`src/rtl/mdu_iter_if.sv`:
```
// Handshake/result bundle between the E stage and the iterative multiply/divide unit.
// The pipeline side uses the master modport, the MDU the slave modport.
interface mdu_iter_if #(
  parameter int WIDTH = 32
);
  logic             op_valid;
  logic [3:0]       op_code;
  logic [WIDTH-1:0] rs_val;
  logic [WIDTH-1:0] rt_val;
  logic             flush;
  logic             start;
  logic             busy;
  logic [WIDTH-1:0] hi;
  logic [WIDTH-1:0] lo;

  modport master (
    output op_valid, op_code, rs_val, rt_val, flush,
    input  start, busy, hi, lo
  );

  modport slave (
    input  op_valid, op_code, rs_val, rt_val, flush,
    output start, busy, hi, lo
  );
endinterface

```
`src/rtl/mdu_iter.sv`:
```
// Iterative multiply/divide unit owning HI/LO: fixed-latency multiply, WIDTH-step restoring divide.
// Define MDU_MAC_EN to enable the multiply-accumulate codes 7..10 (MADD/MADDU/MSUB/MSUBU).
module mdu_iter #(
  parameter int WIDTH    = 32,
  parameter int MULT_LAT = 5
) (
  input  logic     clk,
  input  logic     reset,
  mdu_iter_if.slave bus
);

  localparam int CNT_MAX = (WIDTH > MULT_LAT) ? WIDTH : MULT_LAT;
  localparam int CW      = $clog2(CNT_MAX + 1);
  localparam logic [CW-1:0] MUL_LOAD = CW'(MULT_LAT - 1);
  localparam logic [CW-1:0] DIV_LOAD = CW'(WIDTH - 1);

  typedef enum logic [1:0] {S_IDLE, S_MUL, S_DIV, S_FIX} state_t;

  state_t r_state;
  state_t w_next;

  logic [CW-1:0]      r_cnt;
  logic [2*WIDTH-1:0] r_prod;
  logic [WIDTH-1:0]   r_quo;
  logic [WIDTH-1:0]   r_rem;
  logic [WIDTH-1:0]   r_divisor;
  logic               r_q_neg;
  logic               r_r_neg;
  logic               r_divzero;
  logic [WIDTH-1:0]   r_hi;
  logic [WIDTH-1:0]   r_lo;
`ifdef MDU_MAC_EN
  logic [1:0]         r_mac_op;
`endif

  logic               w_is_mul;
  logic               w_is_div;
  logic               w_accept;
  logic               w_signed_mul;
  logic               w_a_neg;
  logic               w_b_neg;
  logic [WIDTH-1:0]   w_a_mag;
  logic [WIDTH-1:0]   w_b_mag;
  logic [2*WIDTH-1:0] w_a_ext;
  logic [2*WIDTH-1:0] w_b_ext;
  logic [2*WIDTH-1:0] w_prod;
  logic [2*WIDTH-1:0] w_mul_res;
  logic [WIDTH:0]     w_shift;
  logic [WIDTH:0]     w_diff;
  logic               w_fits;
  logic [WIDTH-1:0]   w_q_fix;
  logic [WIDTH-1:0]   w_r_fix;

  always_comb begin
    w_is_mul     = (bus.op_code == 4'd1) || (bus.op_code == 4'd2);
    w_signed_mul = (bus.op_code == 4'd1);
`ifdef MDU_MAC_EN
    w_is_mul     = w_is_mul || ((bus.op_code >= 4'd7) && (bus.op_code <= 4'd10));
    w_signed_mul = w_signed_mul || (bus.op_code == 4'd7) || (bus.op_code == 4'd9);
`endif
    w_is_div     = (bus.op_code == 4'd3) || (bus.op_code == 4'd4);
    w_accept     = bus.op_valid && (r_state == S_IDLE) && !bus.flush;
  end

  // Sign-extending to 2*WIDTH makes one truncated multiply correct for both signednesses.
  always_comb begin
    w_a_ext = {{WIDTH{w_signed_mul & bus.rs_val[WIDTH-1]}}, bus.rs_val};
    w_b_ext = {{WIDTH{w_signed_mul & bus.rt_val[WIDTH-1]}}, bus.rt_val};
    w_prod  = w_a_ext * w_b_ext;
    w_a_neg = (bus.op_code == 4'd3) && bus.rs_val[WIDTH-1];
    w_b_neg = (bus.op_code == 4'd3) && bus.rt_val[WIDTH-1];
    w_a_mag = w_a_neg ? -bus.rs_val : bus.rs_val;
    w_b_mag = w_b_neg ? -bus.rt_val : bus.rt_val;
  end

  always_comb begin
    w_shift = {r_rem, r_quo[WIDTH-1]};
    w_diff  = w_shift - {1'b0, r_divisor};
    w_fits  = !w_diff[WIDTH];
    // MIN / -1 falls out naturally: magnitude 2^(WIDTH-1) negates back to MIN, remainder 0.
    w_q_fix = r_divzero ? {WIDTH{1'b1}} : (r_q_neg ? -r_quo : r_quo);
    w_r_fix = r_r_neg ? -r_rem : r_rem;
  end

  always_comb begin
    w_mul_res = r_prod;
`ifdef MDU_MAC_EN
    if (r_mac_op == 2'd1) w_mul_res = {r_hi, r_lo} + r_prod;
    else if (r_mac_op == 2'd2) w_mul_res = {r_hi, r_lo} - r_prod;
`endif
  end

  always_ff @(posedge clk or negedge reset) begin
    if (!reset) r_state <= S_IDLE;
    else        r_state <= w_next;
  end

  always_comb begin
    w_next = r_state;
    case (r_state)
      S_IDLE: begin
        if (w_accept && w_is_mul)      w_next = S_MUL;
        else if (w_accept && w_is_div) w_next = S_DIV;
      end
      S_MUL:   if (r_cnt == '0) w_next = S_IDLE;
      S_DIV:   if (r_cnt == '0) w_next = S_FIX;
      S_FIX:   w_next = S_IDLE;
      default: w_next = S_IDLE;
    endcase
  end

  always_comb begin
    bus.start = bus.op_valid && (w_is_mul || w_is_div);
    bus.busy  = (r_state != S_IDLE);
  end

  assign bus.hi = r_hi;
  assign bus.lo = r_lo;

  always_ff @(posedge clk or negedge reset) begin
    if (!reset) begin
      r_cnt     <= '0;
      r_prod    <= '0;
      r_quo     <= '0;
      r_rem     <= '0;
      r_divisor <= '0;
      r_q_neg   <= 1'b0;
      r_r_neg   <= 1'b0;
      r_divzero <= 1'b0;
      r_hi      <= '0;
      r_lo      <= '0;
`ifdef MDU_MAC_EN
      r_mac_op  <= 2'd0;
`endif
    end else begin
      case (r_state)
        S_IDLE: begin
          if (w_accept && w_is_mul) begin
            r_prod <= w_prod;
            r_cnt  <= MUL_LOAD;
`ifdef MDU_MAC_EN
            if ((bus.op_code == 4'd7) || (bus.op_code == 4'd8))       r_mac_op <= 2'd1;
            else if ((bus.op_code == 4'd9) || (bus.op_code == 4'd10)) r_mac_op <= 2'd2;
            else                                                      r_mac_op <= 2'd0;
`endif
          end else if (w_accept && w_is_div) begin
            r_quo     <= w_a_mag;
            r_rem     <= '0;
            r_divisor <= w_b_mag;
            r_q_neg   <= w_a_neg ^ w_b_neg;
            r_r_neg   <= w_a_neg;
            r_divzero <= (bus.rt_val == '0);
            r_cnt     <= DIV_LOAD;
          end else if (w_accept && (bus.op_code == 4'd5)) begin
            r_hi <= bus.rs_val;
          end else if (w_accept && (bus.op_code == 4'd6)) begin
            r_lo <= bus.rs_val;
          end
        end
        S_MUL: begin
          if (r_cnt == '0) {r_hi, r_lo} <= w_mul_res;
          else             r_cnt <= r_cnt - 1'b1;
        end
        S_DIV: begin
          r_rem <= w_fits ? w_diff[WIDTH-1:0] : w_shift[WIDTH-1:0];
          r_quo <= {r_quo[WIDTH-2:0], w_fits};
          if (r_cnt != '0) r_cnt <= r_cnt - 1'b1;
        end
        S_FIX: begin
          r_lo <= w_q_fix;
          r_hi <= w_r_fix;
        end
        default: ;
      endcase
    end
  end

endmodule

```
`src/flat_wrapper.sv`:
```
// flat-port wrapper written by rule: the top's interface ports become plain ports
module mdu_iter_flat 
#(
  parameter int WIDTH    = 32,
  parameter int MULT_LAT = 5
)
  (clk, reset, bus_op_valid, bus_op_code, bus_rs_val, bus_rt_val, bus_flush, bus_start, bus_busy, bus_hi, bus_lo);
  mdu_iter_if #(.WIDTH(WIDTH)) bus_i ();
  input  logic clk;
  input  logic reset;
  input wire logic [$bits(bus_i.op_valid)-1:0] bus_op_valid;
  input wire logic [$bits(bus_i.op_code)-1:0] bus_op_code;
  input wire logic [$bits(bus_i.rs_val)-1:0] bus_rs_val;
  input wire logic [$bits(bus_i.rt_val)-1:0] bus_rt_val;
  input wire logic [$bits(bus_i.flush)-1:0] bus_flush;
  output wire logic [$bits(bus_i.start)-1:0] bus_start;
  output wire logic [$bits(bus_i.busy)-1:0] bus_busy;
  output wire logic [$bits(bus_i.hi)-1:0] bus_hi;
  output wire logic [$bits(bus_i.lo)-1:0] bus_lo;
  assign bus_i.op_valid = bus_op_valid;
  assign bus_i.op_code = bus_op_code;
  assign bus_i.rs_val = bus_rs_val;
  assign bus_i.rt_val = bus_rt_val;
  assign bus_i.flush = bus_flush;
  assign bus_start = bus_i.start;
  assign bus_busy = bus_i.busy;
  assign bus_hi = bus_i.hi;
  assign bus_lo = bus_i.lo;
  mdu_iter #(.WIDTH(WIDTH), .MULT_LAT(MULT_LAT)) u_core (.clk(clk), .reset(reset), .bus(bus_i));
endmodule
```
`config.mk`:
```
export PLATFORM = sky130hd
export DESIGN_NAME = mdu_iter_flat
export DESIGN_NICKNAME = d
export VERILOG_FILES = /design/src/rtl/mdu_iter_if.sv /design/src/rtl/mdu_iter.sv /design/src/flat_wrapper.sv
export SDC_FILE = /design/constraint.sdc
export NUM_CORES = 2
export LEC_CHECK = 0
export CORE_ASPECT_RATIO = 0.5
export CORE_MARGIN = 5
export CORE_UTILIZATION = 55
export CTS_CLUSTER_SIZE = 10
export DETAILED_ROUTE_END_ITERATION = 7
export DONT_BUFFER_PORTS = 1
export GPL_TIMING_DRIVEN = 0
export HOLD_SLACK_MARGIN = 0.03
export PLACE_DENSITY = 0.82
export SKIP_LAST_GASP = 1
export SYNTH_ARGS = -nofsm -noshare
export SYNTH_HDL_FRONTEND = slang
export SYNTH_SLANG_ARGS = --single-unit
```
`constraint.sdc`:
```
create_clock -name clk -period 9.85 [get_ports clk]
set_clock_uncertainty 0.2 [all_clocks]
set_input_delay 0.4925 -clock clk [delete_from_list [all_inputs] [get_ports clk]]
set_output_delay 0.4925 -clock clk [all_outputs]
set_load 0.1 [all_outputs]
```
# Word level (Yosys, flattened, before mapping)
# Cells that the tools add are included.
# word_totals
out_inout_bits,66
romBits,0
ram_bits,0
latchBits,0
regBits,235
n_memories,0
in_bits,72
# classes
n_eq_ne,20
mux,33
add_sub_neg,6
bitwise_logic,4
multipliers,1
div_mod_pow,0
reduce_logical,29
n_shift,0
magnitude_cmp,0
# ops
operator,count
32-bit 2-to-1 mux,19
32-bit case mux with 3 select lines,2
32-bit negator,4
32-bit case mux with 2 select lines,2
33-bit by 33-bit multiplier with 64-bit output,1
33-bit by 32-bit subtractor with 33-bit output,1
32-bit zero test,1
6-bit 2-to-1 mux,4
6-bit case mux with 3 select lines,1
"2-bit inequality test, second input constant",7
"4-bit by 3-bit equality test with 1-bit output, second input constant",3
1-bit logical AND,9
3-bit AND reduction,3
"4-bit by 2-bit equality test with 1-bit output, second input constant",2
2-bit 2-to-1 mux,4
2-bit case mux with 4 select lines,1
6-bit zero test,1
"2-bit by 1-bit inequality test with 1-bit output, second input constant",3
6-bit AND reduction,1
3-bit nonzero test,2
6-bit nonzero test,1
"6-bit by 1-bit subtractor with 6-bit output, second input constant",1
5-bit AND reduction,1
"2-bit equality test, second input constant",2
other kinds (12),17

# Depth between registers and ports, before layout
# depth
ltp_word,9
mapped_depth,33
ltp_nobuf,31

# Least setup slack after synthesis
# No wires, ideal clock.
# synth_path
kind,input port to flip-flop
from,input bus_op_code[2]
to,register u_core.r_prod[59]
t_required_ns,9.514
arrival_time_ns,8.575
slack_ns,0.940
stages,28
cell_sequence,clkbuf_1 -> nor3_1 -> clkbuf_1 -> and2_1 -> clkbuf_1 -> nand2_1 -> inv_1 -> fa_1 -> fa_1 -> fa_1 -> inv_1 -> fa_1 -> inv_1 -> fa_1 -> fa_1 -> inv_1 -> fa_1 -> fa_1 -> inv_1 -> ha_1 -> clkbuf_1 -> nand3_1 -> nor4b_1 -> a211oi_1 -> or2_2 -> o21ai_0 -> xnor2_1 -> o21ai_0
# synth_between
elab_chain_cells,4
elab_cells_between_ends,8
# synth_rtl
element,line_no,source
from (decl),flat_wrapper.sv:12,input wire logic [$bits(bus_i.op_code)-1:0] bus_op_code;
"parallel branches: the longest is 4 deep, another holds 33-bit by 33-bit multiplier with 64-bit output",-,
to (signal assigned),mdu_iter.sv:139,r_prod <= w_prod;
to (decl),mdu_iter.sv:23,logic [2*WIDTH-1:0] r_prod;
# Parallel ways; which one is timed is not known.
# A chain may end at the register's enable or synchronous reset.

# Final worst setup path
# layout_path
from,input bus_rs_val[4]
to,register u_core.r_prod[60]
# layout_between
elab_chain_cells,1
# layout_rtl
element,line_no,source
from (decl),flat_wrapper.sv:13,input wire logic [$bits(bus_i.rs_val)-1:0] bus_rs_val;
33-bit by 33-bit multiplier with 64-bit output,mdu_iter.sv:69,w_prod = w_a_ext * w_b_ext;
# No other way between the ends.

==> flow_summary.json <==
{
  "portBuffers": 0,
  "setup_violations": 0,
  "outcome": "completed",
  "fill_cells": 8263,
  "cts-buffers-inserted": 28,
  "detail-route-antenna-nets": 0,
  "yosysUniqueCellTypes": 73,
  "grt.total_usage_pct": 38.63,
  "reg2reg_slack_ns": 4.65,
  "die_w_um": 445.5,
  "die_h_um": 227.7,
  "grtUsageMet2_pct": 53.82,
  "via_per_inst": 6.110,
  "clk_latency_ns": 0.57,
  "antenna_found_initial": 17,
  "synth-main-ff-cell": "dfrtp_1",
  "nets": 7388,
  "async_flop_share_pct": 100.0,
  "ios": 138,
  "syn_nets": 7349,
  "die_area_um2": 101400,
  "worstSetupPathType": "in -> reg",
  "clkSlewWorstSetupHoldPaths_ns": 0.06,
  "routed_wl_mm": 195.8,
  "row_count": 79,
  "fmax_ghz": 0.1017,
  "post_drt_wl_per_cell_um": 27.13,
  "arrival_ns": 10.05,
  "maxCapViolCount": 0,
  "grt_max_degree": 236,
  "top_usage_layer": "met2",
  "drt_pre_antenna_iters": 7,
  "ys_seq_area_share_pct": 11.28,
  "hold_violations": 0,
  "htreeDepth": 1,
  "area.growth.synth_to_final_pct": 5.176,
  "synth_edf_count": 0,
  "start_util_pct": 55.77,
  "netlist_top_cells_area": "fa_1, dfrtp_1, inv_1",
  "fin_crit_ns": 9.836,
  "post_synth_inst_count": 5897,
  "grt_use_met3_pct": 19.72,
  "clock_path_buffers": 3,
  "drv_slew": 0,
  "via_count": 44100,
  "cts_tree": "built",
  "post-dp-hpwl_mm": 158.4,
  "rsz0062_at_grt": "yes",
  "avgSynthCellArea_um2": 8.843,
  "overflow": 0,
  "drc": 0,
  "grt_pass1_wl_mm": 289.9,
  "critPathMaxFanout": 10,
  "grt_pass1_vias": 45080,
  "crit_path_end_kind": "register",
  "cts_root_buf": "clkbuf_16",
  "met1_usage_pct": 49.21,
  "drtIter0Drc": 6088,
  "core_area_um2": 93510,
  "synthesis.area_um2": 52150,
  "clock-sinks": 235,
  "synth_top_area_share_pct": 43.23,
  "synth_seq_cells": 235,
  "startpoint_type": "input pin",
  "synth_warnings": 0,
  "required_ns": 10.07,
  "yosysTopAreaCell": "fa_1",
  "timing.slew.headroom_pct": 12.84,
  "post-synth-top-count-cell": "inv_1",
  "hold_ws_ns": 0.09685,
  "gp_congestion": 1.069,
  "hold_class": "in -> reg",
  "yosys-top-cells-count": "inv_1, fa_1, nand2_1",
  "worst_pin_slew_ns": 1.289,
  "min_period_over_period_pct": 99.85,
  "drive_above_1_share_pct": 2.440
}
-- layer usage --
layer  wire length (um)  vias up
li1                   -    17950
met1              70530    22000
met2              78170     3388
met3              33700      748
met4              13200       10
met5                197        -
-- cell families after synthesis --
kind of cell,count (synthesis),share of synthesized area (%)
AOI/OAI and AO/OA,808,9.588
xor gates and xnor gates,219,3.678
adders and majority gates,1380,49.32
buffers and inverters,1569,11.32
DFF,235,11.28
muxes,20,0.4007
and+or+nand+nor,1666,14.42
-- final cells by class --
class	instances	area, um^2	area share [%]
tap	1255	1570	2.863
timing repair buffer	11	120.1	0.2190
sequential	235	5881	10.72
clock inverter	2	12.51	0.02281
clock buffer	34	764.5	1.394
inverter	1188	4463	8.138
multi-input combinational	4093	40420	73.71
buffer	379	1560	2.845
antenna	20	50.05	0.09125
-- repair_timing --
action | 4_1_cts | 5_1_grt
pin swaps | 1 | 1
endpoints found under the setup margin | 23 | 15
endpoints found under the hold margin | 237 | 0
buffers inserted | 4 | 1
hold buffers | 5 | 0
gates cloned | 0 | 0
resized for setup | 28 | 123
-- layout by cell type, fill, tap and decap left out, types with 20 or more instances in the layout --
| cell type | instances |
|---|---|
| a21o_1 | 85 |
| a21oi_1 | 205 |
| a22o_1 | 32 |
| a31oi_1 | 24 |
| and2_1 | 285 |
| and3_1 | 27 |
| buf_1 | 54 |
| clkbuf_1 | 257 |
| clkbuf_16 | 29 |
| clkbuf_2 | 58 |
| dfrtp_1 | 235 |
| diode_2 | 20 |
| fa_1 | 1122 |
| ha_1 | 254 |
| inv_1 | 1187 |
| nand2_1 | 1038 |
| nand3_1 | 46 |
| nor2_1 | 119 |
| nor3_1 | 29 |
| o21ai_0 | 267 |
| o31ai_1 | 32 |
| or3_1 | 25 |
| xnor2_1 | 148 |
| xor2_1 | 71 |
-- worst max-delay path: stages --
cell       delay, ns
buf_1           0.77
buf_1           0.75
nand2_1         0.18
fa_1            0.52
fa_1            0.62
fa_1            0.53
fa_1            0.53
inv_1           0.05
fa_1            0.47
inv_1           0.05
fa_1            0.46
fa_1            0.50
inv_1           0.05
fa_1            0.61
ha_1            0.35
clkbuf_1        0.29
and4_1          0.24
clkbuf_1        0.28
nand2_1         0.23
o41ai_4         0.66
a2111oi_2       0.22
o31ai_1         0.51
nand3_1         0.22
nand2_1         0.15
mux2i_1         0.19
o21ai_0         0.09
-- worst paths after layout --
kind / end / from / cells past startpoint
worst min-delay path: u_core.r_quo[27] / bus_rs_val[27] / 4
worst max-delay path: u_core.r_prod[60] / bus_rs_val[4] / 26
min in group asynchronous: u_core.r_divisor[26] / reset / 2
worst min register to register: u_core.r_divisor[23] / u_core.r_divisor[23] / 2
worst max register to register: u_core.r_rem[19] / u_core.r_state[0] / 11
max in group asynchronous: u_core.bus.lo[8] / reset / 2
-- flip-flops by register name, summed over array words and instances (netlist names) --
| register | flops |
|---|---|
| u_core.r_rem | 32 |
| u_core.bus.lo | 32 |
| u_core.r_quo | 32 |
| u_core.r_r_neg | 1 |
| u_core.r_state | 2 |
| u_core.r_cnt | 6 |
| u_core.r_divisor | 32 |
| u_core.r_prod | 64 |
| u_core.r_q_neg | 1 |
| u_core.r_divzero | 1 |
| u_core.bus.hi | 32 |
-- through the flow --
step                      std cells  worst slack [ns]  TNS (ns)  cell area (um^2)  utilization [%]
after global routing           7199          -0.04253   -0.1118             54800            58.61
final                          7217           0.01428         0             54850            58.65
after CTS                      7198           0.07228         0             54680            58.48
after detailed placement       7153            -2.399    -33.63             53740            57.47
after global placement         7152            -2.364    -34.43             53720            57.45
after floorplan                5897            0.9397         0             52150                -
Power is not shown: default switching activity piles up to over one toggle a cycle in this logic, so the estimate is an artifact.
